===== src/rtl/pipe_ctrl.sv =====
// rtl/pipe_ctrl.sv - pipeline stall/bubble control with register-write scoreboard (optional PIPE_CTRL_PERF_EN counters)
module pipe_ctrl #(
    parameter int STAGES     = 5,
    parameter int ID_STAGE   = 1,
    parameter int REG_ADDR_W = 5,
    parameter int CNT_W      = 2
) (
    input  logic                  i_clk,
    input  logic                  i_rst,
    input  logic                  i_ext_hold,
    input  logic [STAGES-1:0]     i_stall_req,
    input  logic                  i_redirect,
    input  logic                  i_id_valid,
    input  logic                  i_id_read1,
    input  logic                  i_id_read2,
    input  logic [REG_ADDR_W-1:0] i_id_addr1,
    input  logic [REG_ADDR_W-1:0] i_id_addr2,
    input  logic                  i_id_wreg,
    input  logic [REG_ADDR_W-1:0] i_id_waddr,
    input  logic                  i_wb_wreg,
    input  logic [REG_ADDR_W-1:0] i_wb_waddr,
    output logic [STAGES-1:0]     o_stall,
    output logic [STAGES-1:0]     o_bubble,
    output logic                  o_issue,
    output logic                  o_hazard,
    output logic                  o_sb_err,
    output logic [31:0]           o_perf_stall_cnt,
    output logic [31:0]           o_perf_hazard_cnt
);
    localparam int NREG = 2 ** REG_ADDR_W;

    logic [CNT_W-1:0]  r_cnt [NREG];
    logic              r_sb_err;
    logic [STAGES-1:0] w_req;
    logic [STAGES-1:0] w_raw_stall;
    logic [STAGES-1:0] w_raw_bubble;
    logic              w_acc;
    logic              w_hazard;
    logic              w_issue;
    logic              w_inc;
    logic              w_dec;

    always_comb begin
        w_hazard = i_id_valid & (
              (i_id_read1 & (i_id_addr1 != '0) & (r_cnt[i_id_addr1] != '0))
            | (i_id_read2 & (i_id_addr2 != '0) & (r_cnt[i_id_addr2] != '0))
            | (i_id_wreg  & (i_id_waddr != '0) & (r_cnt[i_id_waddr] == '1)));
    end

    // Stall every register at or below the oldest requesting stage; bubble the one just above it.
    always_comb begin
        w_req               = i_stall_req;
        w_req[ID_STAGE]     = i_stall_req[ID_STAGE] | w_hazard;
        w_acc               = 1'b0;
        w_raw_stall         = '0;
        w_raw_bubble        = '0;
        for (int j = STAGES - 1; j >= 0; j--) begin
            w_acc          = w_acc | w_req[j];
            w_raw_stall[j] = w_acc;
        end
        for (int j = 1; j < STAGES; j++) begin
            w_raw_bubble[j] = w_raw_stall[j-1] & ~w_raw_stall[j];
        end
        if (i_redirect && !w_raw_stall[ID_STAGE]) begin
            w_raw_bubble[ID_STAGE] = 1'b1;
        end
    end

    always_comb begin
        o_stall  = w_raw_stall;
        o_bubble = w_raw_bubble;
        if (i_rst) begin
            o_stall  = '0;
            o_bubble = '1;
        end else if (i_ext_hold) begin
            o_stall  = '1;
            o_bubble = '0;
        end
    end

    assign w_issue  = i_id_valid & ~w_raw_stall[ID_STAGE] & ~i_ext_hold & ~i_rst;
    assign o_issue  = w_issue;
    assign o_hazard = w_hazard;
    assign o_sb_err = r_sb_err;
    assign w_inc    = w_issue & i_id_wreg & (i_id_waddr != '0);
    assign w_dec    = i_wb_wreg & (i_wb_waddr != '0);

    // A decrement at zero is a bookkeeping error; the count is clamped rather than wrapped.
    always_ff @(posedge i_clk) begin
        if (i_rst) begin
            r_sb_err <= 1'b0;
            for (int i = 0; i < NREG; i++) r_cnt[i] <= '0;
        end else begin
            for (int i = 0; i < NREG; i++) begin
                if (w_inc && w_dec && i_id_waddr == REG_ADDR_W'(i) && i_wb_waddr == REG_ADDR_W'(i)) begin
                    r_cnt[i] <= r_cnt[i];
                end else if (w_inc && i_id_waddr == REG_ADDR_W'(i)) begin
                    r_cnt[i] <= r_cnt[i] + 1'b1;
                end else if (w_dec && i_wb_waddr == REG_ADDR_W'(i) && r_cnt[i] != '0) begin
                    r_cnt[i] <= r_cnt[i] - 1'b1;
                end
            end
            if (w_dec && r_cnt[i_wb_waddr] == '0) r_sb_err <= 1'b1;
        end
    end

`ifdef PIPE_CTRL_PERF_EN
    logic [31:0] r_perf_stall_cnt;
    logic [31:0] r_perf_hazard_cnt;

    always_ff @(posedge i_clk) begin
        if (i_rst) begin
            r_perf_stall_cnt  <= '0;
            r_perf_hazard_cnt <= '0;
        end else begin
            if (o_stall[0] && !i_ext_hold && r_perf_stall_cnt != '1)
                r_perf_stall_cnt <= r_perf_stall_cnt + 32'd1;
            if (w_hazard && r_perf_hazard_cnt != '1)
                r_perf_hazard_cnt <= r_perf_hazard_cnt + 32'd1;
        end
    end

    assign o_perf_stall_cnt  = r_perf_stall_cnt;
    assign o_perf_hazard_cnt = r_perf_hazard_cnt;
`else
    assign o_perf_stall_cnt  = '0;
    assign o_perf_hazard_cnt = '0;
`endif
endmodule


===== config.mk =====
export PLATFORM = sky130hd
export DESIGN_NAME = pipe_ctrl
export DESIGN_NICKNAME = d
export VERILOG_FILES = /design/src/rtl/pipe_ctrl.sv
export SDC_FILE = /design/constraint.sdc
export NUM_CORES = 1
export LEC_CHECK = 0
export BUFFER_PORTS_ARGS = -buffer_cell sky130_fd_sc_hd__buf_2
export CORE_ASPECT_RATIO = 1.4
export CORE_MARGIN = 2
export CORE_UTILIZATION = 50
export CTS_BUF_LIST = sky130_fd_sc_hd__clkbuf_16
export DETAILED_ROUTE_END_ITERATION = 16
export GPL_TIMING_DRIVEN = 0
export PLACE_DENSITY = 0.77
export SLEW_MARGIN = 10
export SYNTH_ARGS = -nofsm -noshare
export SYNTH_HDL_FRONTEND = slang
export SYNTH_SLANG_ARGS = --single-unit

===== constraint.sdc =====
create_clock -name i_clk -period 4 [get_ports i_clk]
set_input_delay 0.4 -clock i_clk [delete_from_list [all_inputs] [get_ports i_clk]]
set_output_delay 0.4 -clock i_clk [all_outputs]
set_load 0.005 [all_outputs]

==> results of run 1 <==
## layer usage
layer | share of wire | up-vias
met5 | 0 | -
met4 | 0.070 | 0
met2 | 0.47 | 578
met1 | 0.36 | 3185
met3 | 0.10 | 128
li1 | - | 3116
## power breakdown
group	switching (mW)	internal, mW
sequential	0.0431	0.792
clock	0.320	0.609
combinational	0.302	0.189
## synthesized netlist by cell type (13+ instances only)
cell / number / area share
nand2_1: 78 / 0.045
nor4_1: 17 / 0.016
buf_2: 14 / 0.011
nor2_1: 111 / 0.064
o21ai_0: 33 / 0.025
buf_4: 67 / 0.077
nor3_1: 33 / 0.025
edfxtp_1: 64 / 0.29
inv_1: 19 / 0.011
a211oi_1: 13 / 0.015
o2111ai_1: 15 / 0.020
clkbuf_1: 31 / 0.018
nor2b_1: 26 / 0.025
a21oi_1: 29 / 0.022
mux4_2: 18 / 0.062
nand3_1: 41 / 0.031
## kinds of logic after synthesis
logic type               after synthesis
multiplexers                          24
adder cells (fa/ha/maj)                1
AO/OA/AOI/OAI                        185
flip-flops                            65
buffers and inverters                138
other                                  1
AND/OR/NAND/NOR                      379
## area by class of cell
type | instances | area share
flip-flops and latches | 65 | 0.258
clock inverters | 7 | 0.0158
plain buffers | 119 | 0.0977
well taps | 153 | 0.0255
multi-input cells | 655 | 0.537
repair buffers | 39 | 0.0260
clock buffers | 9 | 0.0300
inverters | 19 | 0.00949
## state kept, by name (all words and copies together), names as in the netlist
name      cells
o_sb_err      1
r_cnt        64
## metrics by stage
stage | worst slack, ns | hold WS (ns) | cells | util | area [um^2]
2_1_floorplan | 1.17 | 0.460 | 858 | - | 6790
3_3_place_gp | 0.397 | 0.447 | 1050 | 0.560 | 7170
3_5_place_dp | 0.427 | 0.478 | 1050 | 0.560 | 7170
4_1_cts | 0.313 | 0.345 | 1066 | 0.587 | 7520
5_1_grt | 0.0390 | 0.369 | 1066 | 0.587 | 7520
6_report | 0.256 | 0.342 | 1066 | 0.587 | 7520
## worst register-to-register path: stages (launching register included)
cell	delay, ns
edfxtp_1	0.45
nor2_1	0.32
a21oi_1	0.13
mux4_2	0.53
a22oi_4	0.16
nand4_4	0.22
nor4b_2	0.33
buf_2	0.31
buf_2	0.33
a41oi_1	0.16
o21ai_0	0.20
## worst paths after layout
kind           startpoint           end  slack, ns  cells after the start
min reg2reg      o_sb_err      o_sb_err       0.49                      2
max reg2reg  r_cnt[23][0]  r_cnt[15][1]       0.52                     10
max          r_cnt[23][0]   o_bubble[1]       0.26                     10
min             i_wb_wreg      o_sb_err       0.34                      3
==> impl_summary.txt, run 1 <==
----------------------------------------------------
[Clocking]
  Clk sink count ... between 60 and 70
  Buffer levels on the longest clock path ... 2
  Clock transition at the register clock pins on the worst setup and hold paths after CTS ... approximately 0.06 ns
  H-tree depth ... 3
  Post-CTS Repair Setup Buffers ... 0
  TritonCTS clock tree ... built
  Root Buffer Master ... clkbuf_16
  Number of gates resized after CTS ... 0
  Clk_lat worst skew ... ~0.34 ns
  Number of buffers created by CTS ... 9
  Total of hold buffers inserted after clock tree synthesis ... 0

[STA]
  Clock Skew ... between 0.009 and 0.01 ns
  Worst-Margin Slew ... 0.974 ns
  Final Slew Violations ... 0
  RSZ-0062 raised after global routing ... no
  Fin crit period ... roughly 3.7 ns
  Final period utilization ... 0.936
  Worst-case headroom to the max-slew limit ... 0.349
  Highest achievable clock rate ... 0.267 GHz
  Post-route setup TNS ... 0 ns
  Hold Violations, Final ... 0
  Number of endpoints failing setup at the final stage ... 0

[Worst setup path]
  Critical Path, Cell by Cell ... nor2_1 > a21oi_1 > mux4_2 > a22oi_4 > nand4_4 > buf_2 > o21ai_2 > nand3b_1 > o21ai_0 > buf_2
  Maximum fanout along the worst path ... 10
  Cell family contributing the most delay on the critical path ... compound AO/OA/AOI/OAI gates
  Data arrival time at the worst-slack endpoint ... 3.34 ns
  Kind of end point of the critical path ... output port
  Most prevalent standard cell on the critical path ... buf_2
  Critical Path RT ... 3.60 ns
  Number of buffers and inverters on the critical path ... 2
  Startpoint Class ... register
  Category of the most critical setup path ... reg2out
  Cell type of the slowest stage on the worst timing path ... mux4_2
  Critical path's largest stage delay ... roughly 0.53 ns

[Outcome]
  Status ... completed

[Die]
  Row cnt ... 49
  Standard cell core area ... ~0.013 mm^2
  Die outline area ... about 0.014 mm^2
  Die boundary height ... between 100 and 150 um
  Die extent in x ... about 100 um
  Starting density of the core ... 0.510
  Number of primary I/O pins ... ~110

[Placement]
  Final GP Congestion ... ~1.0
  IO buf count ... 39
  Half-perimeter wire length after placement ... about 17 mm

[Layout]
  Most frequent cells in the layout ... 111 x nor2_1, 78 x nand2_1, 67 x buf_4
  Flip-flop and latch area ... roughly 0.0019 mm^2
  Number of filler instances in the final layout ... 1190
  Share of layout cells above drive strength 1 ... 0.198
  Area overhead of the layout relative to synthesis ... 14.9%
  Most common cell after layout, fill and taps aside ... nor2_1
  Area used by multi-input combinational logic ... roughly 0.0040 mm^2
  Diodes inserted ... 0
  Layout Nets ... roughly 940

[Global route]
  Via count of the first global-routing pass ... a little over 6000
  Global-route wire length before repair ... 34.3 mm
  Maximum number of pins on one net before global-route repair ... 13
  Fraction of met3 tracks used by global routing ... 0.0542
  Total global routing overflow ... 0
  Tot GR Track Use ... 0.318
  Number of antenna violations at the first check in global routing ... 0
  Met1 track demand over resource in global routing ... 0.397
  M2 GR Usage ... 0.500
  Global route hottest layer ... met2

[Logic synthesis]
  Gate count after technology mapping ... 793
  Sequential area share after synthesis ... 0.297
  Yosys Warn Count ... 0
  Primary FF master, synth ... edfxtp_1
  Area share of and/or/nand/nor cells after synthesis ... 0.292
  Ys async rst share ... 0
  Multiplexer area fraction after synthesis ... 0.0740
  Mapped Area ... roughly 0.0065 mm^2
  Post-Synthesis Mean Instance Area ... ~8.2 um^2
  Share of the synthesized netlist area taken by xor and xnor gates ... 0
  Synthesized-area fraction occupied by ao, oa, aoi and oai cells ... 0.212
  Number of storage elements in the synthesis netlist ... 65
  Adder-cell area share of the yosys netlist ... 0.00191
  Number of enable-type register cells in the synthesized netlist ... 64
  Unique masters post-synth ... a little over 70
  Dominant combinational cell family by area after synthesis ... simple AND/OR/NAND/NOR gates

[Power and ir drop]
  Power density normalized to cell area ... around 300 mW/mm^2
  Maximum vdd drop ... between 200 and 250 uV
  Reported leakage power ... between 2 and 3 nW
  Tot Pwr ... 2.25 mW

[Worst hold path]
  Path category of the worst min-delay check ... in2reg

[Route]
  First-pass detailed-route iteration total ... 6
  Via density ... ~6.6
  Vias ... between 7000 and 8000
  Final ANT Viol Nets ... 0
  WL/cell ... roughly 21 um
  Final WL ... around 23 mm
  Number of DRC violations after detailed-routing iteration 0 ... about 1100
  Drt drc ... 0

[Job]
  Max-cap check violation count ... 0

----------------------------------------------------
(Power assumes the default switching activity.)
==> run 2: changes to the inputs <==
ABC_AREA = 1   (was unset)
CTS_BUF_LIST = sky130_fd_sc_hd__clkbuf_8   (was sky130_fd_sc_hd__clkbuf_16)
GPL_TIMING_DRIVEN = unset   (was 0)
==> run 2 against run 1 <==
  * Synthesized cell count grew 48%
  * Sequential power grew 1%
  * Die area grew 5.9%
  * Register-to-register slack lost 0.15 ns
  * Total power shrank 16%
  * Combinational power shrank 8.1%
  * Critical path depth grew 7
  * Sequential share of layout area grew 1.0 points
  * Wire length shrank 0.68%
  * Maximum frequency grew 3.0%
  * Cell area shrank 3.8%
  * Critical path type is now reg2reg
==> impl_summary.txt, run 2 <==
----------------------------------------------------
[Outcome]
  Status ... completed

[Power and ir drop]
  Maximum vdd drop ... between 100 and 150 uV
  Tot Pwr ... between 1.5 and 2 mW
  Reported leakage power ... 3.69 nW
  Power density normalized to cell area ... between 200 and 300 mW/mm^2

[Logic synthesis]
  Share of the synthesized netlist area taken by xor and xnor gates ... 0.0114
  Number of enable-type register cells in the synthesized netlist ... 64
  Synthesized-area fraction occupied by ao, oa, aoi and oai cells ... 0.0753
  Multiplexer area fraction after synthesis ... 0.00144
  Yosys Warn Count ... 0
  Biggest area consumer among synthesized cells ... edfxtp_1
  Unique masters post-synth ... 36
  Commonest cells in the netlist ... 437 x nand2_1, 192 x nor2_1, 136 x inv_1
  Most area-consuming cells after synthesis ... edfxtp_1 28%, nand2_1 24%, nor2_1 10%, buf_4 7.6%, inv_1 7.4%
  Primary FF master, synth ... edfxtp_1
  Dominant combinational cell family by area after synthesis ... simple AND/OR/NAND/NOR gates
  Adder-cell area share of the yosys netlist ... 0.00180
  Ys async rst share ... 0
  Mapped Area ... between 0.006 and 0.007 mm^2
  Post-Synthesis Mean Instance Area ... ~6 um^2
  Sequential area share after synthesis ... 0.280
  Area share of and/or/nand/nor cells after synthesis ... 0.455
  Area fraction of the dominant cell type after synthesis ... 0.277
  Number of storage elements in the synthesis netlist ... 65
  Cell with the most instances after synthesis ... nand2_1
  Gate count after technology mapping ... between 1000 and 1500

[Global route]
  Via count of the first global-routing pass ... around 6800
  Total global routing overflow ... 0
  Global-route wire length before repair ... 34.8 mm
  Maximum number of pins on one net before global-route repair ... between 50 and 60
  Tot GR Track Use ... 0.301
  Number of antenna violations at the first check in global routing ... 0

[STA]
  Number of endpoints failing setup at the final stage ... 0
  Setup WS post-layout ... around 0.37 ns
  Worst-Margin Slew ... approximately 0.75 ns
  Hold Violations, Final ... 0
  Fin crit period ... approximately 3.6 ns
  Final Slew Violations ... 0
  Final period utilization ... 0.909
  Worst-case headroom to the max-slew limit ... 0.501
  Highest achievable clock rate ... ~0.28 GHz
  Post-route setup TNS ... 0 ns
  RSZ-0062 raised after global routing ... no
  Clock Skew ... between 0.008 and 0.009 ns

[Die]
  Starting density of the core ... 0.516
  Die boundary height ... ~140 um
  Standard cell core area ... 0.0135 mm^2
  Row cnt ... 50
  Die extent in x ... around 100 um
  Die outline area ... approximately 0.015 mm^2
  Number of primary I/O pins ... between 100 and 150

[Layout]
  Share of layout cells above drive strength 1 ... 0.0801
  Area overhead of the layout relative to synthesis ... 4.18%
  Diodes inserted ... 0
  Most common cell after layout, fill and taps aside ... nand2_1
  Max reg flops ... 64
  Utilization of the core after routing ... 0.538
  Layout Nets ... between 1000 and 1500
  Register with the most flip-flops ... r_cnt
  Most frequent cells in the layout ... 437 x nand2_1, 192 x nor2_1, 135 x inv_1

[Clocking]
  Total of hold buffers inserted after clock tree synthesis ... 0
  Post-CTS Repair Setup Buffers ... 0
  Root Buffer Master ... clkbuf_8
  Number of gates resized after CTS ... 0
  TritonCTS clock tree ... built
  Clk sink count ... 65
  H-tree depth ... 3
  Number of buffers created by CTS ... 9
  Buffer levels on the longest clock path ... 2
  Clk_lat worst skew ... between 0.3 and 0.4 ns
  Clock transition at the register clock pins on the worst setup and hold paths after CTS ... roughly 0.080 ns

[Route]
  Vias ... about 7500
  Number of DRC violations after detailed-routing iteration 0 ... 600
  WL/cell ... 16.1 um
  Via density ... ~5.4
  Final WL ... about 22 mm
  Drt drc ... 0
  First-pass detailed-route iteration total ... 5
  Final ANT Viol Nets ... 0

[Worst setup path]
  Maximum fanout along the worst path ... 27
  Category of the most critical setup path ... reg2reg
  Data arrival time at the worst-slack endpoint ... between 3 and 4 ns
  Kind of end point of the critical path ... register
  Startpoint Class ... register
  Critical Path RT ... roughly 4.1 ns

[Placement]
  IO buf count ... 46
  Pre-CTS setup slack ... between 0.3 and 0.4 ns
  Final GP Congestion ... approximately 1
  Half-perimeter wire length after placement ... ~17 mm

[Worst hold path]
  Path category of the worst min-delay check ... in2reg

[Job]
  Max-cap check violation count ... 0

----------------------------------------------------
[run 2: cell count changes after synthesis, sizes merged, moves of 12 or more]
cell     change
nand4       +14
mux4        -19
nor2        +81
clkbuf      -16
nor3        -15
o2111ai     -15
o21ai       +13
nand3       +39
nor4        -23
a211oi      -13
nor2b       -26
nand2      +362
inv        +120
nand2b      -12
[run 2: where the power goes]
part           switching [mW]  total [mW]  internal, mW
Combinational           0.320       0.451         0.131
Sequential             0.0523       0.845         0.792
Clock                   0.301       0.588         0.287
[run 2: worst paths after layout]
kind                startpoint      endpoint  slack, ns  depth (start not counted)
hold reg to reg       o_sb_err      o_sb_err       0.50                          2
setup reg to reg  r_cnt[19][0]  r_cnt[21][1]       0.37                         17
setup / recovery  r_cnt[19][0]  r_cnt[21][1]       0.37                         17
hold / removal           i_rst      o_sb_err       0.46                          2
[run 2: worst max-delay path: stages (launching register included)]
cell and delay [ns]:
edfxtp_1 0.49, nor2_1 0.40, nor2_1 0.08, nor2_1 0.12
nand3_1 0.10, nand2_1 0.09, nand2_1 0.05, nand2_1 0.05
nand2_1 0.05, nand3_1 0.19, nand3_1 0.14, nand2_2 0.12
nand4_4 0.12, nor2_8 0.41, nand2_1 0.41, nor2_1 0.22
o21ai_0 0.14, nand2_1 0.15
[run 2: metrics by stage]
step	std cells	hold slack (ns)	instance area, um^2
4_1_cts	1393	0.464	7230
2_1_floorplan	1239	0.464	7190
5_1_grt	1393	0.491	7230
3_3_place_gp	1377	0.460	7040
6_report	1393	0.462	7230
3_5_place_dp	1377	0.476	7040
[run 2: final cells by class]
| cell class | instances | area, um^2 |
|---|---|---|
| fillers | 1490 | 6220 |
| clock inverters | 7 | 71.3 |
| repair buffers | 57 | 313 |
| flip-flops and latches | 65 | 1940 |
| multi-input cells | 933 | 4030 |
| well taps | 182 | 228 |
| inverters | 140 | 526 |
| clock buffers | 9 | 124 |
[run 2: kinds of logic (layout without fill, tap and decap cells)]
| logic type | Yosys count | in the layout |
|---|---|---|
| compound gates | 96 | 96 |
| mux | 1 | 1 |
| buf+inv | 241 | 213 |
| flops | 65 | 65 |
| fa+ha+maj | 1 | 1 |
| other cells | 1 | 66 |
| xor+xnor | 9 | 9 |
| simple gates | 760 | 760 |
[run 2: metal layers]
| metal | vias to the layer above | GRT usage | share of wire |
|---|---|---|---|
| li1 | 3641 | - | - |
| met1 | 3340 | 0.350 | 0.38 |
| met2 | 380 | 0.517 | 0.48 |
| met3 | 94 | 0.0349 | 0.071 |
| met4 | 0 | 0.221 | 0.070 |
| met5 | - | 0 | 0 |
